===== config.mk =====
export PLATFORM = sky130hd
export DESIGN_NAME = register_file_mp_flat
export DESIGN_NICKNAME = d
export VERILOG_FILES = /design/src/rtl/register_file_mp_if.sv /design/src/rtl/register_file_mp.sv /design/src/flat_wrapper.sv
export SDC_FILE = /design/constraint.sdc
export NUM_CORES = 2
export LEC_CHECK = 0
export CAP_MARGIN = 15
export CORE_ASPECT_RATIO = 1.4
export CORE_UTILIZATION = 57
export DETAILED_ROUTE_END_ITERATION = 10
export GPL_TIMING_DRIVEN = 0
export PLACE_DENSITY = 0.87
export SLEW_MARGIN = 20
export SYNTH_ARGS = -nofsm -noshare
export SYNTH_HDL_FRONTEND = slang
export SYNTH_SLANG_ARGS = --single-unit

===== constraint.sdc =====
create_clock -name clk -period 4.1 [get_ports clk]
set_input_delay 1.23 -clock clk [delete_from_list [all_inputs] [get_ports clk]]
set_output_delay 1.23 -clock clk [all_outputs]
set_load 0.1 [all_outputs]

===== src/rtl/register_file_mp_if.sv =====
// rtl/register_file_mp_if.sv - read, write and scoreboard signals of the multi-port register file
interface register_file_mp_if #(
  parameter int WIDTH  = 32,
  parameter int ADDR_W = 5,
  parameter int NREAD  = 2
);
  logic [NREAD*ADDR_W-1:0] ra;
  logic [NREAD*WIDTH-1:0]  rd;
  logic [NREAD-1:0]        rd_busy;
  logic                    we0;
  logic [ADDR_W-1:0]       wa0;
  logic [WIDTH-1:0]        wd0;
  logic                    we1;
  logic [ADDR_W-1:0]       wa1;
  logic [WIDTH-1:0]        wd1;
  logic                    sb_set;
  logic [ADDR_W-1:0]       sb_addr;
  logic [(1<<ADDR_W)-1:0]  pend;

  modport master (
    output ra, we0, wa0, wd0, we1, wa1, wd1, sb_set, sb_addr,
    input  rd, rd_busy, pend
  );

  modport slave (
    input  ra, we0, wa0, wd0, we1, wa1, wd1, sb_set, sb_addr,
    output rd, rd_busy, pend
  );
endinterface


===== src/rtl/register_file_mp.sv =====
// rtl/register_file_mp.sv - multi-port register file with dual write, bypass and pending-write scoreboard
module register_file_mp #(
  parameter int WIDTH    = 32,
  parameter int ADDR_W   = 5,
  parameter int NREAD    = 2,
  parameter int BYPASS   = 1,
  parameter int ZERO_REG = 1
) (
  input  logic               clk,
  input  logic               rst_n,
  register_file_mp_if.slave  bus
);
  localparam int DEPTH = 1 << ADDR_W;

  logic [WIDTH-1:0] regs [DEPTH];
  logic [DEPTH-1:0] pend_q;
  logic [DEPTH-1:0] pend_nxt;
  logic             wr0_ok;
  logic             wr1_ok;

  assign wr0_ok = bus.we0 && !(ZERO_REG != 0 && bus.wa0 == '0);
  assign wr1_ok = bus.we1 && !(ZERO_REG != 0 && bus.wa1 == '0);

  // Clear for retiring writes first, then set, so a newly issued producer wins.
  always_comb begin
    pend_nxt = pend_q;
    if (bus.we0) pend_nxt[bus.wa0] = 1'b0;
    if (bus.we1) pend_nxt[bus.wa1] = 1'b0;
    if (bus.sb_set) pend_nxt[bus.sb_addr] = 1'b1;
    if (ZERO_REG != 0) pend_nxt[0] = 1'b0;
  end

  always_ff @(posedge clk or negedge rst_n) begin
    if (!rst_n) begin
      for (int n = 0; n < DEPTH; n++) regs[n] <= '0;
      pend_q <= '0;
    end else begin
      if (wr0_ok) regs[bus.wa0] <= bus.wd0;
      // Port 1 is issued last so it overrides port 0 on an address collision.
      if (wr1_ok) regs[bus.wa1] <= bus.wd1;
      pend_q <= pend_nxt;
    end
  end

  assign bus.pend = pend_q;

  for (genvar i = 0; i < NREAD; i++) begin : g_rd
    logic [ADDR_W-1:0] a;
    logic              hit0;
    logic              hit1;
    logic              is_zero;
    logic [WIDTH-1:0]  val;

    assign a       = bus.ra[i*ADDR_W +: ADDR_W];
    assign hit0    = (BYPASS != 0) && bus.we0 && (bus.wa0 == a);
    assign hit1    = (BYPASS != 0) && bus.we1 && (bus.wa1 == a);
    assign is_zero = (ZERO_REG != 0) && (a == '0);

    always_comb begin
      val = regs[a];
      if (hit1) val = bus.wd1;
      else if (hit0) val = bus.wd0;
      if (is_zero) val = '0;
    end

    assign bus.rd[i*WIDTH +: WIDTH] = val;
    assign bus.rd_busy[i]           = pend_q[a] && !(hit0 || hit1) && !is_zero;
  end
endmodule


===== src/flat_wrapper.sv =====
// flat-port wrapper written by rule: the top's interface ports become plain ports
module register_file_mp_flat 
#(
  parameter int WIDTH    = 32,
  parameter int ADDR_W   = 5,
  parameter int NREAD    = 2,
  parameter int BYPASS   = 1,
  parameter int ZERO_REG = 1
)
  (clk, rst_n, bus_ra, bus_we0, bus_wa0, bus_wd0, bus_we1, bus_wa1, bus_wd1, bus_sb_set, bus_sb_addr, bus_rd, bus_rd_busy, bus_pend);
  register_file_mp_if #(.WIDTH(WIDTH), .ADDR_W(ADDR_W), .NREAD(NREAD)) bus_i ();
  input  logic clk;
  input  logic rst_n;
  input wire logic [$bits(bus_i.ra)-1:0] bus_ra;
  input wire logic [$bits(bus_i.we0)-1:0] bus_we0;
  input wire logic [$bits(bus_i.wa0)-1:0] bus_wa0;
  input wire logic [$bits(bus_i.wd0)-1:0] bus_wd0;
  input wire logic [$bits(bus_i.we1)-1:0] bus_we1;
  input wire logic [$bits(bus_i.wa1)-1:0] bus_wa1;
  input wire logic [$bits(bus_i.wd1)-1:0] bus_wd1;
  input wire logic [$bits(bus_i.sb_set)-1:0] bus_sb_set;
  input wire logic [$bits(bus_i.sb_addr)-1:0] bus_sb_addr;
  output wire logic [$bits(bus_i.rd)-1:0] bus_rd;
  output wire logic [$bits(bus_i.rd_busy)-1:0] bus_rd_busy;
  output wire logic [$bits(bus_i.pend)-1:0] bus_pend;
  assign bus_i.ra = bus_ra;
  assign bus_i.we0 = bus_we0;
  assign bus_i.wa0 = bus_wa0;
  assign bus_i.wd0 = bus_wd0;
  assign bus_i.we1 = bus_we1;
  assign bus_i.wa1 = bus_wa1;
  assign bus_i.wd1 = bus_wd1;
  assign bus_i.sb_set = bus_sb_set;
  assign bus_i.sb_addr = bus_sb_addr;
  assign bus_rd = bus_i.rd;
  assign bus_rd_busy = bus_i.rd_busy;
  assign bus_pend = bus_i.pend;
  register_file_mp #(.WIDTH(WIDTH), .ADDR_W(ADDR_W), .NREAD(NREAD), .BYPASS(BYPASS), .ZERO_REG(ZERO_REG)) u_core (.clk(clk), .rst_n(rst_n), .bus(bus_i));
endmodule

==> flow_summary.toml, run 1 <==
[global_routing]
track_usage_pct = 79.3
grt_pass1_vias = 76200
grt_pass1_wl_um = 655000
overflow = 316
grt_max_degree = 149

[run_status]
lastStage = "global routing"
error = "[ERROR GRT-0116] Global routing finished with congestion. Check the congestion regions in the DRC Viewer."
status = "stopped before the end"

[cts]
cts_buffers = 105
hold_buffers = 0
cts_sinks = 1055
cts_root_buf = "clkbuf_16"
cts_max_path_buffers = 3
htree_levels = 3

[placed_design]
hpwl_um = 318000
placed_area_sq_mm = 0.0726
gp_congestion = 1.28
dp.cells = 8394
port_buffers = 134

[synth]
synthesis.area_sq_mm = 0.0673
syn_inst = 6742
synthesis.nets = 6836
synthArstFlopShare_pct = 100
ys.flop_type = "dfrtp_1"
yosysWarnings = 0
seq_area_frac_synth_pct = 39.2
synth_cell_types = 80
synth.ff_latch_count = 1055
synth_edf_count = 0
syn_avg_cell_area_sq_um = 9.99

[floorplan]
ios = 192
num_rows = 148
initial_utilization_pct = 57.7
die_width_um = 292
die_h_um = 409
[stage by stage]
step / hold WS, ns / utilization [%] / setup slack [ns]
2_1_floorplan: 0.439 / - / -0.660
3_3_place_gp: 0.452 / 61.9 / -47.17
3_5_place_dp: 0.465 / 62.3 / -3.73
4_1_cts: 0.425 / 72.7 / -0.695
[kinds of logic after synthesis]
kind of cell    share of synthesized area (%)
other cells                           0.00557
mux                                      28.6
compound gates                           16.9
buf+inv                                  6.05
flops                                    39.2
simple gates                             8.99
xor+xnor                                0.260
[synthesized netlist by cell type (16+ instances only)]
cell type  count  area share, %
a2111oi_0     18           0.23
a2111oi_2     22           0.49
a211oi_1      21           0.23
a21oi_1      723            5.4
a221oi_1     105            1.4
a22o_1        16           0.21
a22oi_1      114            1.3
a31o_2        30           0.39
a31oi_1       17           0.16
a32o_1        59           0.88
and2_1        20           0.19
buf_1         59           0.33
buf_2        180            1.3
buf_4         55           0.61
buf_6         22           0.37
clkbuf_1     535            3.0
dfrtp_1     1055             39
inv_1         61           0.34
mux2_2        34           0.57
mux2i_1     1063             16
mux4_2       365             12
nand2_1      525            2.9
nand3_1       40           0.30
nor2_1       665            3.7
nor3_1       101           0.75
o21ai_0      400            3.0
o21ai_1       33           0.25
o221ai_1      23           0.30
o22ai_1      141            1.3
[routing by layer]
layer  GRT usage (%)  overflow
met5            35.7         0
met4            78.5       151
met3            66.5         1
met2            93.8       162
met1            79.1         2
[what timing repair did]
item,4_1_cts
gates resized for setup,1701
setup endpoints to repair,66
setup buffers,174
pin swaps,142
cloned,28
==> run 2: changes to the inputs <==
Settings changed: CORE_ASPECT_RATIO 1.4 to not set, CORE_UTILIZATION 57 to 40, PLACE_DENSITY 0.87 to not set, PLACE_DENSITY_LB_ADDON set to 0.15.
Clock period 4.1 ns to 5.3 ns, I/O delays scaled along.
==> run 2 against run 1 <==
The flow now finishes, with violations (design-rule violations, negative setup slack). Synthesized cell count is the same. Area after synthesis is the same.
==> flow_summary.toml, run 2 <==
[critical_path]
path_max_fanout = 7
slowest_stage = "nor4_4"
cp.required_ns = 3.71
r2r-start = "u_core.bus.pend[4]$_DFF_PN0_"
crit_type = "in -> out"
cp-end-kind = "primary output"
critPathMaxStageDelay_ns = 0.70
crit_chain = "buf_12 > buf_16 > buf_16 > buf_16 > buf_6 > mux4_2 > o22ai_4 > nor2_4 > a2111oi_4 > nor4_4 > buf_6"
cp.buffers_inverters = 6
cpMostUsedCell = "buf_16"
crit_family = "buffers and inverters"
reg2reg_to = "u_core.bus.pend[4]$_DFF_PN0_"
r2r_slack_ns = 3.60
critical_path.startpoint_type = "input pin"
critical_path_arrival_ns = 4.24
r2r_cells = 2

[cts]
htree_levels = 4
cts_max_path_buffers = 3
cts_root_buf = "clkbuf_16"
cts_sinks = 1055
cts_tree = "built"
clock_latency_ns = 0.83
cts_buffers = 134
clkTransAtPathRegs_ns = 0.06

[power_and_ir_drop]
leakagePower_nw = 38.5
swShare_pct = 40.6
p_per_area_mw_per_mm2 = 390
irDropWorstVdd_mv = 0.386
p_clk_share_pct = 27.3
internal-power_mw = 20.6
p_switching_mw = 14.0
seqPwrFrac_pct = 35.8
pwr-share-comb_pct = 36.9

[synth]
yosysWarnings = 0
synthArstFlopShare_pct = 100
seq_area_frac_synth_pct = 39.2
synth_edf_count = 0
yosys.area.top_type = "dfrtp_1"
synthesis.area_sq_mm = 0.0673
ys.flop_type = "dfrtp_1"
synth.most_common_cell = "mux2i_1"
syn_avg_cell_area_sq_um = 9.99
syn_inst = 6742
synth_cell_types = 80
synthesis.nets = 6836
synth.area.top_cells = "dfrtp_1 39%, mux2i_1 16%, mux4_2 12%"
synth.ff_latch_count = 1055
netlist.area_leader.share_pct = 39.2
ys_top_cells_by_count = "1063 x mux2i_1, 1055 x dfrtp_1, 723 x a21oi_1, 665 x nor2_1, 535 x clkbuf_1"

[layout]
drive_above_1_share_pct = 27.4
layout_commonest_cell = "dfrtp_1"
area_growth_pct = 31.8
finalNetCount = 7429
largest_reg_flops = 1024
final_core_util_pct = 53.1
final_cell_mix = "1055 x dfrtp_1, 924 x mux2i_1, 707 x a21oi_1"
top_register = "u_core.regs"
regArea_sq_mm = 0.0264
fill_cells = 14700
post_layout_nonfiller_instances = 9679
multiInputGateArea_sq_mm = 0.0424

[global_routing]
grt_max_degree = 131
overflow = 0
track_usage_pct = 55.7
grt_pass1_vias = 63400
antenna_found_initial = 30
grt_pass1_wl_um = 618000

[placed_design]
port_buffers = 134
place_ws_ns = -3.75
gp_congestion = 1.12
hpwl_um = 366000
dp.cells = 9105

[min_path]
min-delay-start = "u_core.regs[1011]$_DFF_PN0_"
hold_path_class = "reg -> reg"
hold_depth = 1
hold_path_end = "u_core.regs[1011]$_DFF_PN0_"

[floorplan]
die_h_um = 412
dieArea_sq_mm = 0.170
die_width_um = 412
num_rows = 150
initial_utilization_pct = 40.3
core_sq_mm = 0.167
ios = 192

[sta]
setup_tns_ns = -17.41
whs_ns = 0.481
fin_crit_ns = 5.83
worst_slack_ns = -0.532
setup_violations = 66
fin_crit_sh_pct = 110
final.setup_skew_ns = 0
tightest_slew_ns = 1.42
rsz0062_at_grt = "true"
fmax_mhz = 171
final_hold_viol_count = 0
slew_viol_final = 0
relSlewSlack_pct = 5.14

[drt]
wl_per_cell_um = 50.2
wirelength_um = 486000
detail-route-antenna-nets = 0
vias = 70100
vias_per_cell = 7.24
dr.pass1.iters = 10
post-route-drc-count = 1
drtIter0Drc = 12400

[job]
drv_cap = 0

[run_status]
status = "finished, violations left"
violations = "design-rule violations, negative setup slack"
run 2: final cells by class:
type	count	share of cell area (%)
diodes	45	0.127
plain buffers	846	7.11
multi-input cells	4766	47.8
flip-flops and latches	1055	29.8
clock buffers	209	4.46
inverters	65	0.298
repair buffers	467	7.08
well taps	2204	3.11
clock inverters	22	0.298
run 2: repair_timing:
action | CTS | global route
hold buffers | 0 | 0
setup buffers | 191 | 103
setup endpoints to repair | 66 | 66
pin swaps | 151 | 158
cloned | 21 | 8
gates resized for setup | 1910 | 309
run 2: per-stage QoR:
step / cell area, sq um / power, mW
6_report: 88700 / 34.6
5_1_grt: 88600 / 35.1
4_1_cts: 86300 / 33.1
3_5_place_dp: 72700 / 22.2
3_3_place_gp: 72100 / 22.0
2_1_floorplan: 68000 / 17.9
run 2: cell families (layout without fill, tap and decap cells):
family / Yosys count / after routing / synth area share (%)
XOR/XNOR: 20 / 20 / 0.260
multiplexers: 1464 / 1464 / 28.6
flip-flops: 1055 / 1055 / 39.2
buffers and inverters: 921 / 1609 / 6.05
other: 1 / 46 / 0.00557
AND/OR/NAND/NOR: 1455 / 1455 / 8.99
AO/OA/AOI/OAI: 1826 / 1826 / 16.9
run 2: power groups by stage:
stage,logic [mW],clock network (mW),registers (mW)
2_1_floorplan,6.21,0,11.7
3_3_place_gp,9.81,0,12.2
3_5_place_dp,10.0,0,12.2
4_1_cts,11.7,9.30,12.1
5_1_grt,13.0,9.61,12.5
6_report,12.8,9.43,12.4
run 2: how the worst max path moves through the flow:
| stage | from | to | slack [ns] | cells after the start |
|---|---|---|---|---|
| final | bus_ra[1] | bus_rd[29] | -0.53 | 11 |
| after global routing | bus_ra[1] | bus_rd[29] | -0.44 | 11 |
| after CTS | bus_ra[1] | bus_rd[12] | -0.32 | 11 |
| after detailed placement | bus_ra[1] | bus_rd[30] | -3.75 | 9 |
| after global placement | rst_n | u_core.regs[10]$_DFF_PN0_ | -50.51 | 1 |
| after floorplan | bus_wa1[0] | bus_rd[29] | -0.13 | 8 |
run 2: per-layer routing:
metal / vias up / GRT usage [%] / wire length [um]
met5: - / 1.24 / 1030
met4: 28 / 36.9 / 40700
met3: 1605 / 32.1 / 81700
met2: 6418 / 74.8 / 190000
met1: 35900 / 66.8 / 172000
li1: 26100 / - / -
run 2: worst reg2reg max path: stages, from the launching register on:
cell,delay [ns]
dfrtp_1,0.81
o21ai_0,0.51
o21ai_0,0.29
Power figures use the tool's default switching activity.
